`src/rtl/delay_line_prog.sv`:
```
// rtl/delay_line_prog.sv - runtime-programmable WIDTH-bit delay line with tracked valid and fill gating.
// Optional build macro DELAY_FLUSH_EN: accepted delay changes refill the line and blank sig_out while busy.
module delay_line_prog #(
  parameter int WIDTH         = 8,
  parameter int MAX_DELAY     = 16,
  parameter int DEFAULT_DELAY = 5,
  localparam int DLY_W        = $clog2(MAX_DELAY + 1)
) (
  input  logic             clk,
  input  logic             rst,
  input  logic [WIDTH-1:0] sig_in,
  input  logic             sig_in_valid,
  input  logic [DLY_W-1:0] dly,
  input  logic             dly_load,
  output logic [WIDTH-1:0] sig_out,
  output logic             sig_out_valid,
  output logic [DLY_W-1:0] dly_cur,
  output logic             busy,
  output logic             dly_err
);

  localparam int AW = $clog2(MAX_DELAY);

  typedef enum logic {FILL, RUN} state_t;

  logic [WIDTH:0]   buf_q [MAX_DELAY];
  logic [AW-1:0]    wr_ptr_q, wr_ptr_d;
  state_t           state_q, state_d;
  logic [DLY_W-1:0] cnt_q, cnt_d;
  logic [DLY_W-1:0] dly_cur_q, dly_cur_d;
  logic [WIDTH-1:0] sig_out_q, sig_out_d;
  logic             sig_out_valid_q, sig_out_valid_d;
  logic             dly_err_q, dly_err_d;

  logic             dly_legal, load_ok, load_bad;
  logic [AW:0]      back, rd_sum;
  logic [AW-1:0]    rd_idx;
  logic [WIDTH:0]   tap_word;

  // Tap selection uses the delay in force next cycle so a switch takes effect immediately.
  always_comb begin
    dly_legal = (dly != '0) && (dly <= DLY_W'(MAX_DELAY));
    load_bad  = dly_load && !dly_legal;
    load_ok   = dly_load && dly_legal && (dly != dly_cur_q);
    dly_cur_d = load_ok ? dly : dly_cur_q;
    wr_ptr_d  = (wr_ptr_q == AW'(MAX_DELAY - 1)) ? '0 : wr_ptr_q + AW'(1);
    back      = (AW+1)'(dly_cur_d) - (AW+1)'(1);
    rd_sum    = {1'b0, wr_ptr_q} + (AW+1)'(MAX_DELAY) - back;
    rd_idx    = (rd_sum >= (AW+1)'(MAX_DELAY)) ? AW'(rd_sum - (AW+1)'(MAX_DELAY)) : AW'(rd_sum);
    // A delay of one bypasses the buffer: the output register alone supplies the latency.
    tap_word  = (dly_cur_d == DLY_W'(1)) ? {sig_in_valid, sig_in} : buf_q[rd_idx];
  end

  always_comb begin
    state_d = state_q;
    cnt_d   = cnt_q;
`ifdef DELAY_FLUSH_EN
    if (load_ok) begin
      state_d = FILL;
      cnt_d   = '0;
    end else
`endif
    if (state_q == FILL) begin
      if (cnt_q == dly_cur_q - DLY_W'(1)) begin
        state_d = RUN;
      end else begin
        cnt_d = cnt_q + DLY_W'(1);
      end
    end
  end

  always_comb begin
    sig_out_valid_d = (state_d == RUN) && tap_word[WIDTH];
`ifdef DELAY_FLUSH_EN
    sig_out_d       = (state_d == FILL) ? '0 : tap_word[WIDTH-1:0];
`else
    sig_out_d       = tap_word[WIDTH-1:0];
`endif
    dly_err_d       = load_bad;
  end

  always_ff @(posedge clk or posedge rst) begin
    if (rst) begin
      state_q         <= FILL;
      cnt_q           <= '0;
      dly_cur_q       <= DLY_W'(DEFAULT_DELAY);
      wr_ptr_q        <= '0;
      sig_out_q       <= '0;
      sig_out_valid_q <= 1'b0;
      dly_err_q       <= 1'b0;
    end else begin
      state_q         <= state_d;
      cnt_q           <= cnt_d;
      dly_cur_q       <= dly_cur_d;
      wr_ptr_q        <= wr_ptr_d;
      sig_out_q       <= sig_out_d;
      sig_out_valid_q <= sig_out_valid_d;
      dly_err_q       <= dly_err_d;
    end
  end

  // Contents are never reset; fill gating keeps stale entries from being flagged valid.
  always_ff @(posedge clk) begin
    buf_q[wr_ptr_q] <= {sig_in_valid, sig_in};
  end

  assign sig_out       = sig_out_q;
  assign sig_out_valid = sig_out_valid_q;
  assign dly_cur       = dly_cur_q;
  assign busy          = (state_q == FILL);
  assign dly_err       = dly_err_q;

endmodule

```
`config.mk`:
```
export PLATFORM = sky130hd
export DESIGN_NAME = delay_line_prog
export DESIGN_NICKNAME = d
export VERILOG_FILES = /design/src/rtl/delay_line_prog.sv
export SDC_FILE = /design/constraint.sdc
export NUM_CORES = 1
export LEC_CHECK = 0
export ABC_AREA = 1
export BUFFER_PORTS_ARGS = -buffer_cell sky130_fd_sc_hd__clkbuf_2
export CORE_ASPECT_RATIO = 1.25
export CORE_MARGIN = 5
export CORE_UTILIZATION = 55
export DETAILED_ROUTE_END_ITERATION = 12
export PLACE_DENSITY = 0.72
export SLEW_MARGIN = 10
export SYNTH_ARGS = -nofsm -noshare
export SYNTH_HDL_FRONTEND = slang
export SYNTH_SLANG_ARGS = --single-unit
```
`constraint.sdc`:
```
create_clock -name clk -period 6.8 [get_ports clk]
set_input_delay 1.36 -clock clk [delete_from_list [all_inputs] [get_ports clk]]
set_output_delay 1.36 -clock clk [all_outputs]
set_load 0.005 [all_outputs]
```
==> impl_metrics.env <==
export IMPL_worst_slew_pin_slew_ns=1.05
export IMPL_fmax_mhz=202
export IMPL_die_y_um=142
export IMPL_wl_per_cell_um=19.3
export IMPL_core_um2=13800
export IMPL_clkPwrFrac_pct=34.1
export IMPL_wl_mm=18.1
export IMPL_grt_pass1_wl_mm=28.4
export IMPL_p_sw_share_pct=31.0
export IMPL_min_period_ns=4.96
export IMPL_syn_nets=751
export IMPL_max_slew_margin_pct=29.6
export IMPL_period_share_pct=73.0
export IMPL_irDropWorstVdd_uv=166
export IMPL_area_growth_pct=10.6
export IMPL_power_internal_mw=1.93
export IMPL_final_setup_viol_count=0
export IMPL_track_usage_pct=23.1
export IMPL_synth_distinct_cells=35
export IMPL_cts_made_buffers=17
export IMPL_power_per_cell_area_nw_per_um2=329
export IMPL_cts_tree="yes"
export IMPL_ant_nets=0
export IMPL_synth_async_reset_ratio_pct=14.8
export IMPL_gp_congestion=0.865
export IMPL_ys_flop_type="edfxtp_1"
export IMPL_cp_end_kind="flip-flop"
export IMPL_rsz0062_at_grt="no"
export IMPL_fin_setup_tns_ns=0
export IMPL_multi_input_area_um2=2190
export IMPL_netlist_area_leader_share_pct=56.3
export IMPL_critPathArrivalTime_ns=5.33
export IMPL_drt_pass1_iterations=5
export IMPL_die_area_um2=16400
export IMPL_crit_type="in2reg"
export IMPL_outcome="completed"
export IMPL_hold_path_class="reg2reg"
export IMPL_num_io_pins=33
export IMPL_h_tree_depth=4
export IMPL_num_fill_cells=1091
export IMPL_portBuffers=32
export IMPL_synth_avg_cell_area_um2=10.6
export IMPL_comb_power_share_pct=22.1
export IMPL_vias=5235
export IMPL_grt_max_degree=43
export IMPL_vias_per_cell=5.59
export IMPL_p_sw_mw=0.867
export IMPL_seq_area_frac_synth_pct=64.5
export IMPL_syn_instance_count=724
export IMPL_p_leak_nw=3.59
export IMPL_clockBufferDepth=2
export IMPL_first_global_vias=5129
export IMPL_synth_area_top_cells="edfxtp_1, nand2_1, nand3_1"
export IMPL_overflow=0
export IMPL_clock_tree_root_cell="clkbuf_16"
export IMPL_synth_edf_count=144
export IMPL_clock_sinks=169
export IMPL_finalHoldViolCount=0
export IMPL_synth_seq_cells=169
export IMPL_insertion_delay_ns=0.43
export IMPL_antenna_found_initial=0
export IMPL_worst_path_max_fanout=42
export IMPL_drv_slew=0
export IMPL_finalNetCount=776
export IMPL_hold_buffers=0
export IMPL_startpoint_type="input port"
export IMPL_diodes=0
export IMPL_post_dp_hpwl_mm=11.4
export IMPL_clkSlewWorstSetupHoldPaths_ns=0.07
export IMPL_regArea_um2=4950
export IMPL_synth_warnings=0
export IMPL_clock_skew_final_ns=0.00597
export IMPL_die_x_um=116
export IMPL_postCtsResizedCells=0
export IMPL_whs_ns=0.533
export IMPL_drt_initial_drc_count=496
export IMPL_drc_errors=0
export IMPL_max_cap_violations=0
export IMPL_synth_top_area_cell="edfxtp_1"
export IMPL_worstPathRequired_ns=7.16
export IMPL_synth_area_um2=7680
export IMPL_num_rows=48
export IMPL_drive_gt1_share_pct=11.4
export IMPL_post_cts_setup_buffer_count=0
export IMPL_start_util_pct=55.9
export IMPL_seqPwrFrac_pct=43.8
[layout make-up]
class | instances | area share (%)
Inverter | 99 | 4.40
Multi-Input combinational cell | 427 | 25.8
Clock buffer | 19 | 5.09
Sequential cell | 169 | 58.3
Timing Repair Buffer | 35 | 2.15
Tap cell | 175 | 2.58
Clock inverter | 13 | 1.72
[power by group through the flow]
stage	logic [mW]	registers [mW]	clock network (mW)
6_report	0.620	1.23	0.954
5_1_grt	0.679	1.23	1.01
4_1_cts	0.617	1.23	0.957
3_5_place_dp	0.610	1.25	0
3_3_place_gp	0.596	1.24	0
2_1_floorplan	0.421	1.24	0
[registers in the layout (all words and copies together) (netlist names)]
register and count:
buf_q 144, cnt_q 5, dly_cur 5, dly_err 1, sig_out 8, sig_out_valid 1, state_q 1, wr_ptr_q 4
[cell usage in the layout (no fill, tap or decap), types with 5 or more instances in the layout]
cell type and instances:
xor2_1 8, inv_1 92, nand3_1 125, clkinvlp_4 5
nand2_1 194, nor2_1 22, clkbuf_2 32, ha_1 9
o21ai_0 5, a21oi_1 5, clkbuf_16 17, dfrtp_1 23
nand3b_1 32, edfxtp_1 144, xnor2_1 7
[synthesized netlist by cell type, types with 4 or more instances]
cell	n
a21oi_1	5
nand2_1	194
xnor2_1	7
buf_2	8
edfxtp_1	144
buf_1	4
clkbuf_1	7
inv_2	4
o21ai_0	5
dfrtp_1	23
inv_1	92
nand3_1	125
ha_1	9
nand3b_1	32
nor2_1	22
buf_4	7
xor2_1	8
[worst max-delay path: stages]
cell and delay, ns:
clkbuf_2 0.13, nor2_2 0.13, nand2_1 0.09, nand2_2 0.07, nand2_2 0.08, nor2_8 0.14
nand2_4 0.09, nand2_2 0.10, nand3_4 0.45, inv_1 0.18, ha_1 0.16, inv_1 0.05
fa_1 0.93, clkinv_1 0.70, nand3_1 0.27, nand3_1 0.15, nand2_1 0.09, nand2_1 0.05
nand2_1 0.07
[per-stage QoR]
stage / setup WS, ns / power [mW] / std cells / util (%) / area [µm²]
floorplan: 2.70 / 1.66 / 724 / - / 7680
global placement: 1.71 / 1.84 / 905 / 57.6 / 7920
detailed placement: 1.51 / 1.86 / 905 / 57.6 / 7920
CTS: 1.89 / 2.80 / 937 / 61.8 / 8500
global route: 1.58 / 2.92 / 937 / 61.8 / 8500
finish: 1.84 / 2.80 / 937 / 61.8 / 8500
[logic make-up (layout without fill, tap and decap cells)]
logic type / count (synthesis) / after routing / share of synthesized area [%]
xor gates and xnor gates: 16 / 16 / 2.07
and+or+nand+nor: 386 / 386 / 23.5
DFF: 169 / 169 / 64.5
AOI/OAI and AO/OA: 14 / 14 / 1.03
muxes: 1 / 1 / 0.147
buffers and inverters: 128 / 166 / 7.05
adders and majority gates: 10 / 10 / 1.73
[path summary, 6_finish.rpt]
check | from | depth (start not counted) | slack (ns) | end
worst max-delay path | dly[0] | 19 | 1.84 | sig_out[0]
worst min-delay path | cnt_q[4] | 1 | 0.53 | cnt_q[4]
worst max register to register | dly_cur[0] | 17 | 2.45 | sig_out[0]
worst min register to register | cnt_q[4] | 1 | 0.53 | cnt_q[4]
max in group asynchronous | rst | 2 | 4.99 | dly_cur[3]
min in group asynchronous | rst | 2 | 1.17 | state_q
[per-layer routing]
layer  part of all wire (%)  GRT usage, %  vias up  wire, µm
met1                     38          28.8     2534      6950
li1                       -             -     2443         -
met2                     52          39.7      220      9410
met4                    3.4          9.90        0       613
met5                      0             0        -         0
met3                    6.3          4.00       38      1150
Power figures use the tool's default switching activity.
